`src/rtl/main_memory_arbiter_pkg.sv`:
```
// ---------------------------------------------------------------------------
// main_memory_arbiter_pkg
// Shared definitions for the main memory arbiter:
//   - arbState_e : arbiter FSM encodings (idle, port 0 owns, port 1 owns)
//   - ownerMask  : maps an FSM state to the one-hot lock owner it implies
// ---------------------------------------------------------------------------
package main_memory_arbiter_pkg;

  // The two OWN states mean a port has locked the memory for a bounded burst.
  typedef enum logic [1:0] {
    MEM_ARB_IDLE = 2'd0,
    MEM_ARB_OWN0 = 2'd1,
    MEM_ARB_OWN1 = 2'd2
  } arbState_e;

  // One-hot owner vector for a state; idle (and any unused code) owns nothing.
  function automatic logic [1:0] ownerMask(arbState_e s);
    logic [1:0] m;
    m = 2'b00;
    case (s)
      MEM_ARB_OWN0: m = 2'b01;
      MEM_ARB_OWN1: m = 2'b10;
      default:      m = 2'b00;
    endcase
    return m;
  endfunction

endpackage

```
`src/rtl/main_memory_arbiter_rr_priority_select.sv`:
```
// ---------------------------------------------------------------------------
// rr_priority_select
// Combinational two-way round-robin pick.
//   req          in  2 : eligible requests, bit i = port i
//   last         in  1 : port that received the most recent grant
//   forced_other in  1 : a lock just expired; the port that is not `last`
//                        must win whenever it is requesting
//   pick         out 2 : one-hot winner, or zero when nobody requests
// ---------------------------------------------------------------------------
module rr_priority_select (
  input  logic [1:0] req,
  input  logic       last,
  input  logic       forced_other,
  output logic [1:0] pick
);

  // The expiry case is handled first so the non-owner is guaranteed the
  // memory without depending on how ties happen to break. Otherwise a lone
  // request wins outright and a tie goes to the port that was not served last.
  always_comb begin
    pick = 2'b00;
    if (forced_other && req[~last]) begin
      pick[~last] = 1'b1;
    end else if (req == 2'b11) begin
      pick[~last] = 1'b1;
    end else begin
      pick = req;
    end
  end

endmodule

```
`src/rtl/main_memory_arbiter.sv`:
```
// ---------------------------------------------------------------------------
// main_memory_arbiter
// Shares the single-ported main memory between the CPU core (port 0) and the
// debug/program-loader port (port 1). Round-robin arbitration, optional
// bounded locking, one access per cycle, registered read data.
//
// Ports:
//   clk, rst          : clock, asynchronous active-high reset
//   req/we/lock [1:0] : per-port request, write select, lock request
//   addr  [2*ADDR_W]  : port i address at [i*ADDR_W +: ADDR_W]
//   wdata [2*DATA_W]  : port i write data at [i*DATA_W +: DATA_W]
//   gnt   [1:0]       : one-hot grant; access completes at this clock edge
//   rvalid[1:0]       : one-cycle read-data-valid pulse per port
//   rdata             : registered read data shared by both ports
//   owner [1:0]       : one-hot current lock owner, zero when idle
//   mem_raddr/mem_waddr/mem_wdata/mem_wen : drive main_memory
//   mem_rdata         : combinational read data from main_memory
// ---------------------------------------------------------------------------
module main_memory_arbiter #(
  parameter int DATA_W   = 32,
  parameter int ADDR_W   = 32,
  parameter int MAX_HOLD = 8
) (
  input  logic                clk,
  input  logic                rst,
  input  logic [1:0]          req,
  input  logic [1:0]          we,
  input  logic [1:0]          lock,
  input  logic [2*ADDR_W-1:0] addr,
  input  logic [2*DATA_W-1:0] wdata,
  output logic [1:0]          gnt,
  output logic [1:0]          rvalid,
  output logic [DATA_W-1:0]   rdata,
  output logic [1:0]          owner,
  output logic [ADDR_W-1:0]   mem_raddr,
  output logic [ADDR_W-1:0]   mem_waddr,
  output logic [DATA_W-1:0]   mem_wdata,
  output logic                mem_wen,
  input  logic [DATA_W-1:0]   mem_rdata
);

  import main_memory_arbiter_pkg::*;

  localparam int HoldW = $clog2(MAX_HOLD + 1);
  localparam logic [HoldW-1:0] HoldMax = HoldW'(MAX_HOLD);

  arbState_e         state_q, state_d;
  logic              lastPort_q, lastPort_d;
  logic [HoldW-1:0]  holdCnt_q, holdCnt_d;
  logic [DATA_W-1:0] rdata_q, rdata_d;
  logic [1:0]        rvalid_q, rvalid_d;

  logic       ownIdx;
  logic       holdExpired;
  logic       arbitrating;
  logic       forcedOther;
  logic [1:0] pick;
  logic [1:0] gntRaw;
  logic       grantIdx;

  // While a port owns the memory, last always equals the owner, because only
  // the owner can be granted during a hold. That lets the selector treat
  // "not last" as "not the owner" on the expiry cycle.
  assign ownIdx      = (state_q == MEM_ARB_OWN1);
  assign holdExpired = (holdCnt_q == HoldMax);
  assign arbitrating = (state_q == MEM_ARB_IDLE) || !lock[ownIdx] || holdExpired;
  assign forcedOther = (state_q != MEM_ARB_IDLE) && holdExpired;

  rr_priority_select u_select (
    .req          (req),
    .last         (lastPort_q),
    .forced_other (forcedOther),
    .pick         (pick)
  );

  // Grant selection: the round-robin pick when arbitrating, otherwise only
  // the owner may go. Grants are suppressed outright during reset so nothing
  // reaches the memory while rst is high.
  always_comb begin
    gntRaw = 2'b00;
    if (arbitrating) begin
      gntRaw = pick;
    end else begin
      gntRaw = req & ownerMask(state_q);
    end
    gnt      = rst ? 2'b00 : gntRaw;
    grantIdx = gnt[1];
  end

  // Memory-side datapath steered by the granted port; port 0 is the default
  // address source when nothing is granted.
  always_comb begin
    mem_raddr = grantIdx ? addr[ADDR_W +: ADDR_W] : addr[0 +: ADDR_W];
    mem_waddr = mem_raddr;
    mem_wdata = grantIdx ? wdata[DATA_W +: DATA_W] : wdata[0 +: DATA_W];
    mem_wen   = (|gnt) & we[grantIdx];
  end

  // Next-state logic for the FSM, the round-robin pointer, the hold counter
  // and the read-return registers.
  always_comb begin
    state_d    = state_q;
    holdCnt_d  = holdCnt_q;
    lastPort_d = lastPort_q;
    rvalid_d   = gnt & ~we;
    rdata_d    = (|rvalid_d) ? mem_rdata : rdata_q;

    if (|gnt) begin
      lastPort_d = grantIdx;
    end

    if (arbitrating) begin
      if ((|gnt) && lock[grantIdx]) begin
        state_d   = grantIdx ? MEM_ARB_OWN1 : MEM_ARB_OWN0;
        holdCnt_d = HoldW'(1);
      end else begin
        state_d   = MEM_ARB_IDLE;
        holdCnt_d = '0;
      end
    end else begin
      holdCnt_d = holdCnt_q + HoldW'(1);
    end
  end

  // State registers. Reset leaves port 1 as "last" so port 0 wins the
  // first tie.
  always_ff @(posedge clk or posedge rst) begin
    if (rst) begin
      state_q    <= MEM_ARB_IDLE;
      lastPort_q <= 1'b1;
      holdCnt_q  <= '0;
      rdata_q    <= '0;
      rvalid_q   <= 2'b00;
    end else begin
      state_q    <= state_d;
      lastPort_q <= lastPort_d;
      holdCnt_q  <= holdCnt_d;
      rdata_q    <= rdata_d;
      rvalid_q   <= rvalid_d;
    end
  end

  assign rdata  = rdata_q;
  assign rvalid = rvalid_q;
  assign owner  = ownerMask(state_q);

endmodule

```
`config.mk`:
```
export PLATFORM = sky130hd
export DESIGN_NAME = main_memory_arbiter
export DESIGN_NICKNAME = d
export VERILOG_FILES = /design/src/rtl/main_memory_arbiter_pkg.sv /design/src/rtl/main_memory_arbiter_rr_priority_select.sv /design/src/rtl/main_memory_arbiter.sv
export SDC_FILE = /design/constraint.sdc
export NUM_CORES = 1
export LEC_CHECK = 0
export ABC_AREA = 1
export CAP_MARGIN = 20
export CORE_AREA = 3 3 116 118
export DETAILED_ROUTE_END_ITERATION = 8
export DIE_AREA = 0 0 119 121
export PLACE_DENSITY = 0.65
export SLEW_MARGIN = 20
export SYNTH_ARGS = -nofsm -noshare
export SYNTH_HDL_FRONTEND = slang
export SYNTH_SLANG_ARGS = --single-unit
```
`constraint.sdc`:
```
create_clock -name clk -period 5.2 [get_ports clk]
set_input_delay 1.04 -clock clk [delete_from_list [all_inputs] [get_ports clk]]
set_output_delay 1.04 -clock clk [all_outputs]
set_load 0.02 [all_outputs]
```
== After elaboration in Yosys (flattened, before gate mapping) ==
Index checks and enable logic that the tools add are counted.

* Latch bits: 0
* Bits in writable memories: 0
* Input bits: 168
* Bits in read-only memories: 0
* Memories: 0
* Register bits after elaboration: 41

* Eq/ne operators: 4
* Mux-type cells: 22
* $mul: 0
* Div/mod/pow operators: 0
* Magnitude comparators: 4
* Shifts and indexed selects: 0
* Add/sub/neg operators: 1
* Bitwise logic cells: 5
* Reduce and logical (&&, ||, !) cells: 11

{| class="wikitable"
|+ Operators by type and width
! operator !! count
|-
| $mux 32 || 2
|-
| $mux 2 || 7
|-
| $mux 1 || 10
|-
| $lt 1x2->1 const B || 3
|-
| $add 4x1->4 const B || 1
|-
| $and 2x2->2 || 2
|-
| $eq 2x2->1 const B || 2
|-
| $eq 4x4->1 const B || 1
|-
| $logic_and 1x1->1 || 4
|-
| $mux 4 || 1
|-
| $pmux 2 s2 || 1
|-
| $reduce_or 2->1 || 2
|-
| $eq 2x1->1 const B || 1
|-
| $logic_not 2->1 || 1
|-
| $logic_or 1x1->1 || 2
|-
| $not 2->2 || 1
|-
| $reduce_bool 2->1 || 1
|-
| $and 1x1->1 || 1
|-
| $demux 1 s1 || 1
|-
| $ge 1x1->1 const B || 1
|-
| $logic_not 1->1 || 1
|-
| $not 1->1 || 1
|}

== Longest topological paths before layout ==
* Depth in word-level cells: 15
* Mapped depth: 12
* Depth with buffers taken out: 9

== Modules after synthesis ==
From an unflattened synthesis, not the netlist that was laid out.

* Cells, all modules: 449
* Area, all modules: 2,850.2 um^2

{| class="wikitable"
|+ Modules (own cells, without submodules)
! module !! cells an instance !! times used !! area an instance (um^2) !! sequential area each (um^2)
|-
| main_memory_arbiter || 444 || 1 || 2,830.2 || 1,027.2
|-
| rr_priority_select || 5 || 1 || 20.0 || 0.0
|}

== Worst setup path after synthesis ==
No wires, ideal clock.

* Kind: input -> output
* Start point: input lock[1]
* End point: output mem_waddr[13]
* Required time: 4.160 ns
* Cell stages on the path: 11
* Data arrival time: 2.188 ns
* Slack: 1.972 ns
* Cell sequence: nand3_1 -> nand2_2 -> nand2_4 -> nand2_2 -> nand3_2 -> inv_2 -> buf_6 -> buf_6 -> nand2_1 -> nand2_1 -> buf_4

* Longest elaborated chain between the ends: 8

{| class="wikitable"
|+ RTL lines
! item !! line !! text
|-
| from (decl) || main_memory_arbiter.sv:28 || <nowiki>input logic [1:0] lock,</nowiki>
|-
| $mux 1 (implied by the code) (2 in series) || main_memory_arbiter.sv:66 || <nowiki>assign arbitrating = (state_q == MEM_ARB_IDLE) || !lock[ownIdx] || holdExpired;</nowiki>
|-
| $logic_not 1->1 || main_memory_arbiter.sv:66 ||
|-
| $logic_or 1x1->1 (2 in series) || main_memory_arbiter.sv:66 ||
|-
| $mux 2 || main_memory_arbiter.sv:81 || <nowiki>if (arbitrating) begin</nowiki>
|-
| $mux 2 || main_memory_arbiter.sv:86 || <nowiki>gnt = rst ? 2'b00 : gntRaw;</nowiki>
|-
| $mux 32 || main_memory_arbiter.sv:93 || <nowiki>mem_raddr = grantIdx ? addr[ADDR_W +: ADDR_W] : addr[0 +: ADDR_W];</nowiki>
|-
| to (decl) || main_memory_arbiter.sv:36 || <nowiki>output logic [ADDR_W-1:0] mem_waddr,</nowiki>
|}

Every way passes these cells. The select of a mux whose other input is x is not followed.

== Worst setup path after layout ==
* Start point: input lock[0]
* End point: output mem_raddr[20]

* Longest elaborated chain between the ends: 8

{| class="wikitable"
|+ RTL lines
! item !! line !! text
|-
| $mux 1 (implied by the code) (2 in series) || main_memory_arbiter.sv:66 ||
|-
| $logic_not 1->1 || main_memory_arbiter.sv:66 ||
|-
| $logic_or 1x1->1 (2 in series) || main_memory_arbiter.sv:66 ||
|-
| $mux 2 || main_memory_arbiter.sv:81 ||
|-
| $mux 2 || main_memory_arbiter.sv:86 ||
|-
| $mux 32 || main_memory_arbiter.sv:93 ||
|-
| to (decl) || main_memory_arbiter.sv:35 || <nowiki>output logic [ADDR_W-1:0] mem_raddr,</nowiki>
|}

Every way passes these cells. The select of a mux whose other input is x is not followed.

==> metrics.txt <==
count of different cell masters after synthesis 25; data arrival time at the worst-slack endpoint 3280 ps; Static Leak roughly 2.8 nW; Sinks on Clock Net just over 40; number of nets at the end of the flow between 800 and 900; via count roughly 3700; Cells after DPL between 800 and 900; Worst Hold Margin about 510 ps; worst-path fanout max 64; required arrival time at the worst endpoint 4160 ps; Max Freq about 0.23 GHz; Worst Path Class, Setup in -> out; commonest cells after routing, fill and taps aside 300 x sky130_fd_sc_hd__clkdlybuf4s50_1, 264 x sky130_fd_sc_hd__nand2_1, 40 x sky130_fd_sc_hd__dfrtp_1; worst min path class reg -> reg; antenna viol nets, final 0; Net Count, Synth about 610; end-of-flow core utilization 0.470; detailed-routing iteration count for the pre-antenna-repair pass 7; vias in the first global route approximately 3500; most common cell after layout, fill and taps aside sky130_fd_sc_hd__clkdlybuf4s50_1; DRC violation count after routing 0; overflow left after global routing 0; drt initial violations 124; IO Count a little over 300; global-route usage over all layers 0.162; area used by multi-input combinational logic around 1400 sq um; clk slew on worst S/H paths 60 ps; final WL roughly 13000 um; Skew-Pair Late Insertion Delay between 200 and 300 ps; total setup buffers inserted after CTS 0; initial antenna violation count 0; number of synthesized register bits 41; Non-Filler Instances roughly 870; number of failing setup endpoints in the final timing report 0; global-route wire length before repair 18900 um; maximum buffer depth of the clock tree 2; final antenna diode count 0; setup TNS 0 ps; hold-fix buffer count after cts 0; number of cells upsized or downsized after cts 0; average wire per cell in the routed design about 15 um; syn avg cell area about 6.5 sq um; CTS Root Buffer Type sky130_fd_sc_hd__clkbuf_16; maximum VDD drop approximately 0.21 mV; ratio of cells with drive above 1 in the final layout 0.0385; MaxCap Viol Count 0; Syn. warnings 0; pin count of the biggest net entering global routing about 70; share of the clock period used by the worst path 0.831; Initial Utilization 0.229; total CTS buffers 5; minimum setup slack in the final design just under 900 ps; Std-Cell Core Area approximately 13000 sq um; Final Hold Viols 0; y dimension of the die 121 um; power density cells 259 nW/um^2; synth-to-layout area growth 105%; final clock skew ~3.5 ps; total number of placement rows 41; Die W between 100 and 150 um; result of the run completed; placed wire-length estimate after detailed placement just over 10000 um; Total Die Area 14400 sq um; clock tree from TritonCTS yes; instance count of the mapped netlist around 440; count of port buffers added during placement roughly 300; area of all placed cells without fillers between 5000 and 6000 sq um; worst max-slew margin expressed relative to the limit 0.583; post-synth design cell area 2880 sq um; DP Area around 5800 sq um; Final min period 4320 ps; sum of internal, switching and leakage power 1.53 mW; startpoint kind of the worst setup timing path primary input; H-tree depth reported by CTS 2; fillcell total 1243; sequential fraction of the synthesis area 0.356; setup repair after global routing missed its margin no; GP Congestion slightly below 0.8; sequential cell area 1030 sq um; via density per instance 4.19; Worst Max-Slew Pin Slew just over 600 ps; max-slew violation total from the final report 0; Place WS between 800 and 900 ps; kind of end point of the critical path output port
==> cells in the mapped netlist <==
cell type | n | area (sq um)
sky130_fd_sc_hd__and3_1 | 1 | 6.26
sky130_fd_sc_hd__buf_6 | 6 | 67.6
sky130_fd_sc_hd__dfrtp_1 | 40 | 1000
sky130_fd_sc_hd__a21oi_1 | 2 | 10.0
sky130_fd_sc_hd__nand3_2 | 3 | 30.0
sky130_fd_sc_hd__nand2_2 | 4 | 25.0
sky130_fd_sc_hd__ha_1 | 2 | 25.0
sky130_fd_sc_hd__inv_1 | 15 | 56.3
sky130_fd_sc_hd__xnor2_1 | 1 | 8.76
sky130_fd_sc_hd__o21ai_0 | 2 | 10.0
sky130_fd_sc_hd__clkbuf_1 | 2 | 7.51
sky130_fd_sc_hd__nand3_1 | 34 | 170
sky130_fd_sc_hd__nor2_1 | 8 | 30.0
sky130_fd_sc_hd__nand4_4 | 1 | 21.3
sky130_fd_sc_hd__nand2_4 | 1 | 11.3
sky130_fd_sc_hd__a31oi_1 | 1 | 6.26
sky130_fd_sc_hd__buf_2 | 9 | 45.0
sky130_fd_sc_hd__nand4_1 | 2 | 12.5
sky130_fd_sc_hd__xor2_1 | 1 | 8.76
sky130_fd_sc_hd__inv_2 | 2 | 7.51
sky130_fd_sc_hd__nand4_2 | 1 | 12.5
sky130_fd_sc_hd__dfstp_2 | 1 | 26.3
sky130_fd_sc_hd__nand3b_1 | 1 | 7.51
sky130_fd_sc_hd__nand2_1 | 264 | 991
sky130_fd_sc_hd__buf_4 | 38 | 285
==> final cells by class <==
type,instances,area share
Sequential cell,41,0.174
Tap cell,172,0.0364
Timing Repair Buffer,306,0.520
Multi-Input combinational cell,329,0.235
Clock inverter,3,0.00296
Inverter,17,0.0108
Clock buffer,5,0.0212
==> worst paths after layout <==
| kind | startpoint | endpoint | slack (ps) | cells after the start |
|---|---|---|---|---|
| max in group asynchronous | rst | lastPort_q | 3550 | 3 |
| worst max-delay path | lock[0] | mem_raddr[20] | 880 | 11 |
| worst min register to register | rdata[19] | rdata[19] | 510 | 2 |
| worst min-delay path | rdata[19] | rdata[19] | 510 | 2 |
| min in group asynchronous | rst | state_q[1] | 1260 | 3 |
| worst max register to register | holdCnt_q[0] | rdata[21] | 2730 | 9 |
==> cells by family (layout without fill, tap and decap cells) <==
family	Yosys count	count (layout)	synth area share
simple gates	320	320	0.457
buf+inv	72	331	0.163
fa+ha+maj	2	2	0.00868
xor+xnor	2	2	0.00608
compound gates	5	5	0.00912
flops	41	41	0.356
==> critical path: stages <==
cell	delay (ps)
sky130_fd_sc_hd__clkdlybuf4s50_1	500
sky130_fd_sc_hd__nand2_1	70
sky130_fd_sc_hd__nand2_2	120
sky130_fd_sc_hd__nand2_4	90
sky130_fd_sc_hd__nand2_2	90
sky130_fd_sc_hd__nand3_2	100
sky130_fd_sc_hd__inv_2	120
sky130_fd_sc_hd__buf_12	260
sky130_fd_sc_hd__nand2_1	80
sky130_fd_sc_hd__nand2_1	90
sky130_fd_sc_hd__clkdlybuf4s50_1	670
==> routing by layer <==
layer	wire, um	track usage
met4	76	0.0253
met2	6370	0.288
met1	5070	0.197
met5	0	0
met3	1160	0.0499
==> state kept, by name, summed over array words and instances (netlist names) <==
register and flops:
rdata 32, holdCnt_q 4, rvalid 2, state_q 2
lastPort_q 1
==> power by group <==
part	internal, mW	switching [mW]	total (mW)
logic	0.409	0.391	0.800
clock network	0.176	0.123	0.299
registers	0.387	0.0419	0.429
total	0.972	0.556	1.53
Note: power is estimated with default switching activity, not from simulation.
